[config.mk]
export PLATFORM = sky130hd
export DESIGN_NAME = dmem_arbiter_flat
export DESIGN_NICKNAME = d
export VERILOG_FILES = /design/src/rtl/dmem_arb_pkg.sv /design/src/rtl/dmem_arbiter_if.sv /design/src/rtl/dmem_arbiter_rr_arbiter2.sv /design/src/rtl/dmem_arbiter.sv /design/src/flat_wrapper.sv
export SDC_FILE = /design/constraint.sdc
export NUM_CORES = 1
export LEC_CHECK = 0
export CELL_PAD_IN_SITES_DETAIL_PLACEMENT = 0
export CELL_PAD_IN_SITES_GLOBAL_PLACEMENT = 1
export CORE_UTILIZATION = 29
export CTS_CLUSTER_DIAMETER = 50
export DETAILED_ROUTE_END_ITERATION = 8
export PLACE_DENSITY_LB_ADDON = 0.1
export SLEW_MARGIN = 20
export SYNTH_ARGS = -nofsm -noshare
export SYNTH_HDL_FRONTEND = slang
export SYNTH_SLANG_ARGS = --single-unit
[constraint.sdc]
create_clock -name clk -period 3.6 [get_ports clk]
set_input_delay 0.36 -clock clk [delete_from_list [all_inputs] [get_ports clk]]
set_output_delay 0.36 -clock clk [all_outputs]
set_load 0.01 [all_outputs]
[src/rtl/dmem_arb_pkg.sv]
// Shared types and constants for the data-memory arbiter slice.
package dmem_arb_pkg;
  typedef enum logic [1:0] {IDLE, BURST, DONE} state_t;
  typedef enum logic {CORE = 1'b0, LOADER = 1'b1} req_id_t;
  localparam int WORD_BYTES = 4;
  localparam int CORE_IDX   = 0;
  localparam int LOADER_IDX = 1;
endpackage

[src/rtl/dmem_arbiter_if.sv]
// Core load/store bus and preload stream bundled for the arbiter.
interface dmem_arb_if #(
  parameter int ADDR_W = 32,
  parameter int DATA_W = 32,
  parameter int LEN_W  = 8
);
  logic              c_req;
  logic              c_we;
  logic [ADDR_W-1:0] c_addr;
  logic [DATA_W-1:0] c_wdata;
  logic              c_gnt;
  logic [DATA_W-1:0] c_rdata;
  logic              c_rvalid;
  logic              l_start;
  logic [ADDR_W-1:0] l_base;
  logic [LEN_W-1:0]  l_len;
  logic [DATA_W-1:0] l_data;
  logic              l_valid;
  logic              l_ready;
  logic              l_busy;
  logic              l_done;

  modport master (
    output c_req, c_we, c_addr, c_wdata, l_start, l_base, l_len, l_data, l_valid,
    input  c_gnt, c_rdata, c_rvalid, l_ready, l_busy, l_done
  );
  modport slave (
    input  c_req, c_we, c_addr, c_wdata, l_start, l_base, l_len, l_data, l_valid,
    output c_gnt, c_rdata, c_rvalid, l_ready, l_busy, l_done
  );
endinterface

[src/rtl/dmem_arbiter_rr_arbiter2.sv]
// Two-way round-robin arbiter: one-hot grant, last winner remembered.
module rr_arbiter2
  import dmem_arb_pkg::*;
(
  input  logic       clk,
  input  logic       rst,
  input  logic [1:0] req,
  output logic [1:0] gnt
);
  req_id_t last_grant;

  always_comb begin
    gnt = req;
    // On contention, the side that did not win last time goes first.
    if (req[CORE_IDX] && req[LOADER_IDX])
      gnt = (last_grant == CORE) ? 2'b10 : 2'b01;
  end

  always_ff @(posedge clk or posedge rst) begin
    if (rst)
      last_grant <= LOADER;
    else if (gnt[LOADER_IDX])
      last_grant <= LOADER;
    else if (gnt[CORE_IDX])
      last_grant <= CORE;
  end
endmodule

[src/rtl/dmem_arbiter.sv]
// Shares data_memory between core load/store and the burst preload engine.
// Optional DMEM_ARB_BOUNDS_EN blocks misaligned/out-of-range accesses and pulses err.
module dmem_arbiter
  import dmem_arb_pkg::*;
#(
  parameter int ADDR_W    = 32,
  parameter int DATA_W    = 32,
  parameter int LEN_W     = 8,
  parameter int MEM_WORDS = 1024
)(
  input  logic              clk,
  input  logic              rst,
  dmem_arb_if.slave         bus,
  output logic              err,
  output logic [ADDR_W-1:0] mem_A,
  output logic [DATA_W-1:0] mem_WD,
  output logic              mem_WE,
  input  logic [DATA_W-1:0] mem_RD
);
  state_t            state;
  logic [ADDR_W-1:0] ptr;
  logic [LEN_W-1:0]  cnt;
  logic [1:0]        gnt;
  logic              core_gnt;
  logic              ld_gnt;
  logic              acc_bad;

  rr_arbiter2 u_rr (
    .clk (clk),
    .rst (rst),
    .req ({(state == BURST) && bus.l_valid, bus.c_req}),
    .gnt (gnt)
  );

  assign core_gnt    = gnt[CORE_IDX];
  assign ld_gnt      = gnt[LOADER_IDX];
  assign bus.c_gnt   = core_gnt;
  assign bus.l_ready = ld_gnt;
  assign bus.l_busy  = (state != IDLE);

`ifdef DMEM_ARB_BOUNDS_EN
  function automatic logic addr_bad(input logic [ADDR_W-1:0] a);
    return (a[1:0] != 2'b00) ||
           ({1'b0, a} >= (ADDR_W+1)'(MEM_WORDS * WORD_BYTES));
  endfunction

  assign acc_bad = core_gnt ? addr_bad(bus.c_addr) :
                   ld_gnt   ? addr_bad(ptr)        : 1'b0;

  always_ff @(posedge clk or posedge rst) begin
    if (rst)
      err <= 1'b0;
    else
      err <= acc_bad;
  end
`else
  assign acc_bad = 1'b0;
  assign err     = 1'b0;
`endif

  always_comb begin
    mem_A  = '0;
    mem_WD = '0;
    mem_WE = 1'b0;
    if (core_gnt) begin
      mem_A  = bus.c_addr;
      mem_WD = bus.c_wdata;
      mem_WE = bus.c_we && !acc_bad;
    end else if (ld_gnt) begin
      mem_A  = ptr;
      mem_WD = bus.l_data;
      mem_WE = !acc_bad;
    end
  end

  // Burst sequencer; l_done is registered alongside the entry into DONE.
  always_ff @(posedge clk or posedge rst) begin
    if (rst) begin
      state      <= IDLE;
      cnt        <= '0;
      ptr        <= '0;
      bus.l_done <= 1'b0;
    end else begin
      bus.l_done <= 1'b0;
      case (state)
        IDLE: begin
          if (bus.l_start) begin
            if (bus.l_len != '0) begin
              ptr   <= bus.l_base;
              cnt   <= bus.l_len;
              state <= BURST;
            end else begin
              state      <= DONE;
              bus.l_done <= 1'b1;
            end
          end
        end
        BURST: begin
          if (ld_gnt) begin
            ptr <= ptr + ADDR_W'(WORD_BYTES);
            cnt <= cnt - 1'b1;
            if (cnt == LEN_W'(1)) begin
              state      <= DONE;
              bus.l_done <= 1'b1;
            end
          end
        end
        DONE:    state <= IDLE;
        default: state <= IDLE;
      endcase
    end
  end

  // Core read return: data captured at the grant edge, valid the following cycle.
  always_ff @(posedge clk or posedge rst) begin
    if (rst) begin
      bus.c_rdata  <= '0;
      bus.c_rvalid <= 1'b0;
    end else begin
      bus.c_rvalid <= core_gnt && !bus.c_we;
      if (core_gnt && !bus.c_we)
        bus.c_rdata <= acc_bad ? '0 : mem_RD;
    end
  end
endmodule
[src/flat_wrapper.sv]
// flat-port wrapper written by rule: the top's interface ports become plain ports
module dmem_arbiter_flat import dmem_arb_pkg::*;
#(
  parameter int ADDR_W    = 32,
  parameter int DATA_W    = 32,
  parameter int LEN_W     = 8,
  parameter int MEM_WORDS = 1024
)
  (clk, rst, err, mem_A, mem_WD, mem_WE, mem_RD, bus_c_req, bus_c_we, bus_c_addr, bus_c_wdata, bus_l_start, bus_l_base, bus_l_len, bus_l_data, bus_l_valid, bus_c_gnt, bus_c_rdata, bus_c_rvalid, bus_l_ready, bus_l_busy, bus_l_done);
  dmem_arb_if #(.ADDR_W(ADDR_W), .DATA_W(DATA_W), .LEN_W(LEN_W)) bus_i ();
  input  logic clk;
  input  logic rst;
  output logic err;
  output logic [ADDR_W-1:0] mem_A;
  output logic [DATA_W-1:0] mem_WD;
  output logic mem_WE;
  input  logic [DATA_W-1:0] mem_RD;
  input wire logic [$bits(bus_i.c_req)-1:0] bus_c_req;
  input wire logic [$bits(bus_i.c_we)-1:0] bus_c_we;
  input wire logic [$bits(bus_i.c_addr)-1:0] bus_c_addr;
  input wire logic [$bits(bus_i.c_wdata)-1:0] bus_c_wdata;
  input wire logic [$bits(bus_i.l_start)-1:0] bus_l_start;
  input wire logic [$bits(bus_i.l_base)-1:0] bus_l_base;
  input wire logic [$bits(bus_i.l_len)-1:0] bus_l_len;
  input wire logic [$bits(bus_i.l_data)-1:0] bus_l_data;
  input wire logic [$bits(bus_i.l_valid)-1:0] bus_l_valid;
  output wire logic [$bits(bus_i.c_gnt)-1:0] bus_c_gnt;
  output wire logic [$bits(bus_i.c_rdata)-1:0] bus_c_rdata;
  output wire logic [$bits(bus_i.c_rvalid)-1:0] bus_c_rvalid;
  output wire logic [$bits(bus_i.l_ready)-1:0] bus_l_ready;
  output wire logic [$bits(bus_i.l_busy)-1:0] bus_l_busy;
  output wire logic [$bits(bus_i.l_done)-1:0] bus_l_done;
  assign bus_i.c_req = bus_c_req;
  assign bus_i.c_we = bus_c_we;
  assign bus_i.c_addr = bus_c_addr;
  assign bus_i.c_wdata = bus_c_wdata;
  assign bus_i.l_start = bus_l_start;
  assign bus_i.l_base = bus_l_base;
  assign bus_i.l_len = bus_l_len;
  assign bus_i.l_data = bus_l_data;
  assign bus_i.l_valid = bus_l_valid;
  assign bus_c_gnt = bus_i.c_gnt;
  assign bus_c_rdata = bus_i.c_rdata;
  assign bus_c_rvalid = bus_i.c_rvalid;
  assign bus_l_ready = bus_i.l_ready;
  assign bus_l_busy = bus_i.l_busy;
  assign bus_l_done = bus_i.l_done;
  dmem_arbiter #(.ADDR_W(ADDR_W), .DATA_W(DATA_W), .LEN_W(LEN_W), .MEM_WORDS(MEM_WORDS)) u_core (.clk(clk), .rst(rst), .bus(bus_i), .err(err), .mem_A(mem_A), .mem_WD(mem_WD), .mem_WE(mem_WE), .mem_RD(mem_RD));
endmodule
* After elaboration in Yosys (flattened, before gate mapping)
Index checks and enable logic that the tools add are counted.
** Operators by class
- Add/subtract/negate cells :: 2
- Multiply operators :: 0
- Divide/modulo/power cells :: 0
- $lt $le $gt $ge :: 0
- Eq/ne operators :: 6
- Shift-type cells :: 0
- Muxes and demuxes :: 28
- Bitwise gates (word level) :: 0
- Reductions and logical operators :: 11
** Operators by type and width (count)
- $mux 32 :: 7
- $pmux 32 s2 :: 1
- $add 32x3->32 const B :: 1
- $mux 8 :: 3
- $pmux 8 s2 :: 1
- $mux 2 :: 6
- $eq 8x1->1 const B :: 1
- $mux 1 :: 8
- $reduce_bool 8->1 :: 1
- $sub 8x1->8 const B :: 1
- $reduce_bool 2->1 :: 3
- $ne 2x1->1 const B :: 2
- $ne 2x2->1 const B :: 2
- $pmux 2 s2 :: 1
- $reduce_and 4->1 :: 1
- $logic_and 1x1->1 :: 3
- $reduce_and 3->1 :: 1
- $eq 2x1->1 const B :: 1
- $logic_not 2->1 :: 1
- $pmux 1 s2 :: 1
- $logic_not 1->1 :: 1
** Storage, ports and cells
- Register bits after elaboration :: 77
- Latch bits :: 0
- RAM bits :: 0
- ROM bits :: 0
- Input port bits :: 174
- Output and inout bits :: 103
- Word-level logic and storage cells :: 54
- Memories :: 0

* Longest topological paths before layout
Gate-level depths: netlist (run 1).
- Depth after elaboration :: 6
- Gate-level depth with buffers :: 8

* Cells and area by module
From an unflattened synthesis (run 1), not the netlist that was laid out.
** Second synthesis, totals
- Cells, all modules :: 544
- Area, all modules :: 4709.5 um2
** Modules (own cells, without submodules)
- dmem_arbiter :: times used 1, cells an instance 537, area an instance 4652.0 um2, sequential area each 1901.8 um2
- rr_arbiter2 :: times used 1, cells an instance 7, area an instance 57.6 um2, sequential area each 26.3 um2

* Worst setup path after synthesis (run 1)
Ideal clock, no wire load.
- Kind :: register to output
- Start point :: reg u_core.state[1]
- End point :: out mem_A[13]
- Arrival :: 1469 ps
- Required time :: 3240 ps
- Setup slack :: 1771 ps
- Cell stages (with the launch flop) :: 9
- Buffers on the path :: 3
- Cells stage by stage :: dfrtp_1 > nand3b_1 > a21o_1 > buf_2 > clkinv_1 > buf_2 > buf_2 > nand2_1 > nand2_1
** On the way
- Cells in the longest elaborated chain, start to end :: 6
** RTL lines
- from (decl) :: line dmem_arbiter.sv:20 : state_t state;
- from (signal assigned) :: line dmem_arbiter.sv:79 : state <= IDLE;
- from (signal assigned) :: line dmem_arbiter.sv:91 : state <= BURST;
- from (signal assigned) :: line dmem_arbiter.sv:93 : state <= DONE;
- $eq 2x1->1 (*) :: line dmem_arbiter.sv:31 : .req ({(state == BURST) && bus.l_valid, bus.c_req}),
- $logic_and 1x1->1 (*) :: line dmem_arbiter.sv:31
- $logic_and 1x1->1 :: line dmem_arbiter_rr_arbiter2.sv:15 : if (req[CORE_IDX] && req[LOADER_IDX])
- $mux 2 (*) :: line dmem_arbiter_rr_arbiter2.sv:15
- $mux 32 :: line dmem_arbiter.sv:69 : end else if (ld_gnt) begin
- $mux 32 (*) :: line dmem_arbiter.sv:65 : if (core_gnt) begin
- to (decl) :: line flat_wrapper.sv:14 : output logic [ADDR_W-1:0] mem_A;
Mark *: on every way between the ends. The rest lies on a longest branch, timed or not.

* Final worst setup path (run 1)
- Start point :: reg u_core.state[1]
- End point :: out mem_A[23]
The elaborated chain is that of the path after synthesis.

==> out/metrics.yaml, run 1 <==
grt:
  grt_use_met3_pct: 4.40
  met2_usage_pct: 37.7
  overflow: 0
  grt_pass1_vias: 5232
  grt_pass1_wl_mm: 31.6
  busiest_layer: "met2"
  grt_usage_pct: 23.2
  grtUsageMet1_pct: 31.1
  grt_max_degree: 57
  antenna_found_initial: 1
cells_and_area:
  mostFrequentLayoutCells: "clkdlybuf4s50_1 (274), nand2_1 (159), dfrtp_1 (76), nand3_1 (72), a21oi_1 (40)"
  synthToLayoutAreaGrowth_pct: 65.9
  antenna_cells: 0
  drive_above_1_share_pct: 8.88
  fin_nets: 1039
  final_common_cell: "clkdlybuf4s50_1"
sta:
  max_slew.worst_pin.slew_ps: 1030
  period_needed_ps: 2660
  fin_worst_skew_ps: 6.94
  finalSetupViolations: 0
  period_share_pct: 73.8
  rsz0062_at_grt: "false"
  hold_violations: 0
  setup_tns_ps: 0
  maxSlewViolCount: 0
  max_freq_mhz: 376
  setup_slack_ps: 941
  relSlewSlack_pct: 31.1
  whs_ps: 440
synth:
  synth_top_area_cell: "dfrtp_1"
  synth_area_leaders: "dfrtp_1 (39%), nand2_1 (12%), mux2_2 (7.9%)"
  synth.distinct_cells: 54
  synthArstFlopShare_pct: 100
  ys_warn_count: 0
  ys.flop_type: "dfrtp_1"
  synth_area_mm2: 0.00486
  syn_inst: 614
  yosysTopAreaCellShare_pct: 39.2
  syn-mean-instance-area_um2: 7.91
  yosysSeqAreaShare_pct: 39.7
  synth_fp_nets: 791
  synth_edf_count: 0
  ys_ff_latch: 77
place:
  io_buffers: 275
  place_congestion: 0.954
  hpwlAfterDp_mm: 15.5
  pre_cts_slack_ps: 976
routing:
  routed_wl_mm: 20.3
  vias: 5539
  wire_per_inst_um: 18.7
  drtPass1Iterations: 5
  drtIter0Drc: 315
  drc: 0
  ant_nets: 0
  routed_via_density: 5.11
floorplan:
  initial_core_util_pct: 30.1
  num_rows: 46
  fp.dieH_um: 131
  chipWidth_um: 131
  io_pins: 277
  core_area_mm2: 0.0161
  dieArea_mm2: 0.0173
clock_tree:
  cts_buffer_depth: 2
  post_cts_resized: 0
  clk_pin_slew_ps: 60
  cts_hold_buf: 0
  cts.sink_count: 77
  clk-insertion-delay-late_ps: 340
  root_buffer: "clkbuf_16"
  h-tree-depth: 3
  numCtsBuffers: 9
  cts_tree: "built"
  post_cts_buffers: 0
run_status:
  status: "complete, no violations"
pwr:
  power_mw: 5.20
  sequentialPowerShare_pct: 31.1
  p_sw_share_pct: 41.7
  p_per_area_mw_per_mm2: 645
  switchingPower_mw: 2.17
  power_frac_clock_pct: 16.8
  p_int_mw: 3.03
  peakVddDrop_uv: 317
  p_leak_nw: 3.38
  pwr-share-comb_pct: 52.1
worst_setup_path:
  start_kind: "register"
  path_max_fanout: 42
  end_kind: "output port"
  required_ps: 3240
  critical_path_class: "reg2out"
  critPathArrivalTime_ps: 2300
  r2r_setup_slack_ps: 1280
worst_hold_path:
  hold_class: "in2reg"
flow_run:
  cap_violations: 0
## routing by layer
layer / vias to the layer above / part of all wire, %
li1: 2683 / -
met1: 2617 / 45
met2: 210 / 47
met3: 27 / 6.4
met4: 2 / 2.1
met5: - / 0.064
## Yosys cell counts (9+ instances only)
library cell	instances
a31oi_1	9
o21ai_0	23
mux2_2	34
buf_2	18
clkbuf_1	23
o22ai_1	14
nor2_1	25
a21oi_1	40
nand4_1	10
nand3_1	72
nor3_1	11
dfrtp_1	76
nand2_1	159
## final timing paths
path | cells past startpoint | start | end
max | 7 | u_core.state[1]$_DFFE_PP0P_ | mem_A[23]
min | 2 | bus_c_req | u_core.u_rr.last_grant$_DFFE_PP1P_
max reg2reg | 6 | u_core.state[1]$_DFFE_PP0P_ | u_core.ptr[16]$_DFFE_PP0P_
min reg2reg | 1 | u_core.u_rr.last_grant$_DFFE_PP1P_ | u_core.u_rr.last_grant$_DFFE_PP1P_
max in group asynchronous | 3 | rst | u_core.ptr[1]$_DFFE_PP0P_
min in group asynchronous | 2 | rst | u_core.bus.c_rdata[29]$_DFFE_PP0P_
## kinds of logic after synthesis
logic type	after synthesis	synth area share (%)
adder cells (fa/ha/maj)	3	0.773
AND/OR/NAND/NOR	316	30.0
multiplexers	37	8.50
buffers and inverters	59	5.44
flip-flops	77	39.7
AO/OA/AOI/OAI	121	15.5
other	1	0.0772
## flip-flops by register name, indices dropped and copies added, names as in the netlist
name	flops
u_core.bus.c_rdata	32
u_core.bus.c_rvalid	1
u_core.cnt	8
u_core.bus.l_done	1
u_core.state	2
u_core.u_rr.last_grant	1
u_core.ptr	32
## stage by stage
| step | util, % | instances | area (um^2) |
|---|---|---|---|
| after floorplan | - | 614 | 4860 |
| after global placement | 48.3 | 1067 | 7780 |
| after detailed placement | 48.3 | 1067 | 7780 |
| final | 50.0 | 1083 | 8060 |
| after global routing | 50.0 | 1083 | 8060 |
| after CTS | 50.0 | 1083 | 8060 |
## power groups by stage
stage | registers, mW | logic, mW | clock network, mW
final | 1.62 | 2.71 | 0.872
after global routing | 1.68 | 2.96 | 0.921
after CTS | 1.61 | 2.74 | 0.885
after detailed placement | 1.62 | 2.73 | 0
after global placement | 1.60 | 2.70 | 0
after floorplan | 1.52 | 1.54 | 0
## critical path, cell delays in order (launching register included)
cell,delay (ps)
dfrtp_1,440
nand3b_1,210
a21o_2,230
inv_2,100
buf_12,220
nand2_1,120
nand2_1,80
clkdlybuf4s50_1,560
## final cells by class
cell class / count / area, um^2
multi-input cells: 478 / 2670
repair buffers: 289 / 2880
fillers: 1540 / 8060
inverters: 7 / 27.5
clock buffers: 9 / 225
flip-flops and latches: 77 / 1930
well taps: 216 / 270
clock inverters: 7 / 56.3
Note: power is estimated with default switching activity, not from simulation.
==> run 2: changes to the inputs <==
- CORE_UTILIZATION: 29 -> 24
- clock period: 3.6 -> 2.2 ns (I/O delays scaled with it)
==> run 2 against run 1 <==
Final cell count grew 6.9%. Combinational power increased by 71%. Global-route usage fell by 4.6 points. Die area is 20% higher.
==> out/metrics.yaml, run 2 (synthesis results as in run 1) <==
run_status:
  status: "complete, no violations"  # unchanged
worst_setup_path:
  r2r_cells: 7  # was 6
  critPathArrivalTime_ps: 1950  # was 2300 ps
  crit_start: "u_core.state[1]$_DFFE_PP0P_"  # unchanged
  crit_family: "buffers and inverters"  # unchanged
  crit_cells: 7  # unchanged
  path_max_fanout: 29  # was 42
  start_kind: "register"  # unchanged
  cp-endpoint: "mem_A[9]"  # was mem_A[23]
  cp_cell_sequence: "nand3b_1 -> a21o_4 -> buf_4 -> clkbuf_16 -> nand3_1 -> nand2_1 -> dlygate4sd2_1"  # was nand3b_1 -> a21o_2 -> inv_2 -> buf_12 -> nand2_1 -> nand2_1 -> clkdlybuf4s50_1
  critical_path_class: "reg2out"  # unchanged
  critPathSlowestCell: "dfrtp_1"  # was clkdlybuf4s50_1
  path_buf_inv: 3  # unchanged
  max_stage_delay_ps: 380  # was 560 ps
  end_kind: "output port"  # unchanged
  r2r_setup_slack_ps: 180  # was 1280 ps
  reg2reg_from: "u_core.state[1]$_DFFE_PP0P_"  # unchanged
  r2r-end: "u_core.ptr[22]$_DFFE_PP0P_"  # was u_core.ptr[16]$_DFFE_PP0P_
  required_ps: 1980  # was 3240 ps
clock_tree:
  h-tree-depth: 3  # unchanged
  root_buffer: "clkbuf_16"  # unchanged
  clk_pin_slew_ps: 60  # about the same
  cts_hold_buf: 0  # unchanged
  cts_tree: "built"  # unchanged
  numCtsBuffers: 9  # unchanged
  cts_buffer_depth: 2  # unchanged
  cts.sink_count: 77  # unchanged
  clk-insertion-delay-late_ps: 340  # about the same
sta:
  whs_ps: 169  # was 440 ps
  fin_worst_skew_ps: 3.65  # was 6.94 ps
  period_needed_ps: 2170
  max_freq_mhz: 462
  finalSetupViolations: 0  # unchanged
  period_share_pct: 98.4
  rsz0062_at_grt: "true"  # was false
  hold_violations: 0  # unchanged
  maxSlewViolCount: 0  # unchanged
place:
  hpwlAfterDp_mm: 15.1  # was 15.5 mm
  place_congestion: 0.807  # was 0.954
  io_buffers: 275  # unchanged
routing:
  wire_per_inst_um: 17.3  # was 18.7 um
  vias: 5557  # was 5539
  ant_nets: 0  # unchanged
  routed_via_density: 4.80  # was 5.11
  drc: 0  # unchanged
  routed_wl_mm: 20.1  # was 20.3 mm
  drtPass1Iterations: 4  # was 5
  drtIter0Drc: 225  # was 315
cells_and_area:
  synthToLayoutAreaGrowth_pct: 72.0  # was 65.9%
  final_common_cell: "clkdlybuf4s50_1"  # unchanged
  drive_above_1_share_pct: 15.1  # was 8.88%
  multi_input_area_mm2: 0.00268  # was 0.00267 mm^2
  seqCellArea_mm2: 0.00193  # unchanged
  mostFrequentLayoutCells: "clkdlybuf4s50_1 (207), nand2_1 (159), dfrtp_1 (76), nand3_1 (72), a21oi_1 (40)"  # was clkdlybuf4s50_1 (274), nand2_1 (159), dfrtp_1 (76), nand3_1 (72), a21oi_1 (40)
  fin_nets: 1065  # was 1039
  fillers: 2035  # was 1540
  antenna_cells: 0  # unchanged
  reg.largest.list: "u_core.bus.c_rdata: 32 flops, u_core.ptr: 32 flops, u_core.cnt: 8 flops"  # unchanged
pwr:
  p_leak_nw: 3.79  # was 3.38 nW
  peakVddDrop_uv: 369  # was 317 uV
  power_mw: 8.99  # was 5.20 mW
  p_per_area_mw_per_mm2: 1080  # was 645 mW/mm^2
floorplan:
  core_area_mm2: 0.0197  # was 0.0161 mm^2
  dieArea_mm2: 0.0208  # was 0.0173 mm^2
  chipWidth_um: 144  # was 131 um
  initial_core_util_pct: 24.7  # was 30.1%
  fp.dieH_um: 144  # was 131 um
  num_rows: 51  # was 46
  io_pins: 277  # unchanged
grt:
  grt_usage_pct: 18.6  # was 23.2%
  overflow: 0  # unchanged
  grt_pass1_wl_mm: 29.5  # was 31.6 mm
  antenna_found_initial: 0  # was 1
  grt_max_degree: 67  # was 57
  grt_pass1_vias: 5379  # was 5232
worst_hold_path:
  hold_class: "in2async"  # was in2reg
flow_run:
  cap_violations: 0  # unchanged
==> run 2: changes by cell type in the layout (fill, tap and decap cells not counted), moves of 2 or more <==
cell / change
dlymetal6s2s_1: +11
buf_12: +4
clkdlybuf4s50_1: -67
bufinv_16: +3
clkdlybuf4s15_1: +6
clkinv_4: -2
buf_16: +2
dlygate4sd2_1: +17
buf_4: +18
clkbuf_2: +33
inv_6: -2
==> run 2: cell type report <==
type                    instances  share of cell area [%]
multi-input cells             478                    32.1
repair buffers                315                    36.3
clock buffers                  11                    2.91
well taps                     265                    3.97
clock inverters                 5                    1.27
flip-flops and latches         77                    23.1
inverters                       7                   0.419
==> run 2: metrics by stage <==
step                      utilization, %  area, um^2  worst slack (ps)  TNS, ps  cells
after floorplan                        -        4860              15.0        0    614
after global placement              40.9        8030              -112    -3550   1135
after detailed placement            40.9        8030              -121    -4110   1135
after CTS                           42.8        8410              -174    -1380   1156
after global routing                42.5        8350             -57.6    -57.6   1158
final                               42.5        8350              34.3        0   1158
==> run 2: worst min-delay path by stage <==
stage,cells after the start,to,slack (ps),startpoint
floorplan,2,u_core.ptr[3]$_DFFE_PP0P_,370,bus_l_base[3]
global placement,1,u_core.u_rr.last_grant$_DFFE_PP1P_,470,u_core.u_rr.last_grant$_DFFE_PP1P_
detailed placement,1,u_core.u_rr.last_grant$_DFFE_PP1P_,470,u_core.u_rr.last_grant$_DFFE_PP1P_
CTS,2,u_core.cnt[3]$_DFFE_PP0P_,170,rst
global route,2,u_core.cnt[1]$_DFFE_PP0P_,200,rst
finish,2,u_core.cnt[1]$_DFFE_PP0P_,170,rst
==> run 2: report_power, final <==
group,total (mW),internal [mW],leakage [nW],switching [mW]
combinational,4.63,2.27,2.72,2.36
clock,1.75,1.14,0.166,0.610
sequential,2.61,1.99,0.909,0.622
total,8.99,5.41,3.79,3.59
==> run 2: worst register-to-register path, cell delays in order (launching register included) <==
cell and delay, ps:
dfrtp_1 380, buf_4 150, or3b_1 390, a21o_1 200, buf_4 140, nand2_1 70, buf_4 300, o2bb2a_1 270
==> run 2: what timing repair did <==
action | 4_1_cts | 5_1_grt
resized for setup | 73 | 77
gates cloned | 1 | 1
buffers inserted | 4 | 1
endpoints found under the setup margin | 66 | 26
==> run 2: per-layer routing <==
layer / wire [um] / track usage, %
met5: 0 / 0
met4: 243 / 5.76
met3: 1390 / 3.87
met2: 9890 / 32.0
met1: 8540 / 23.2
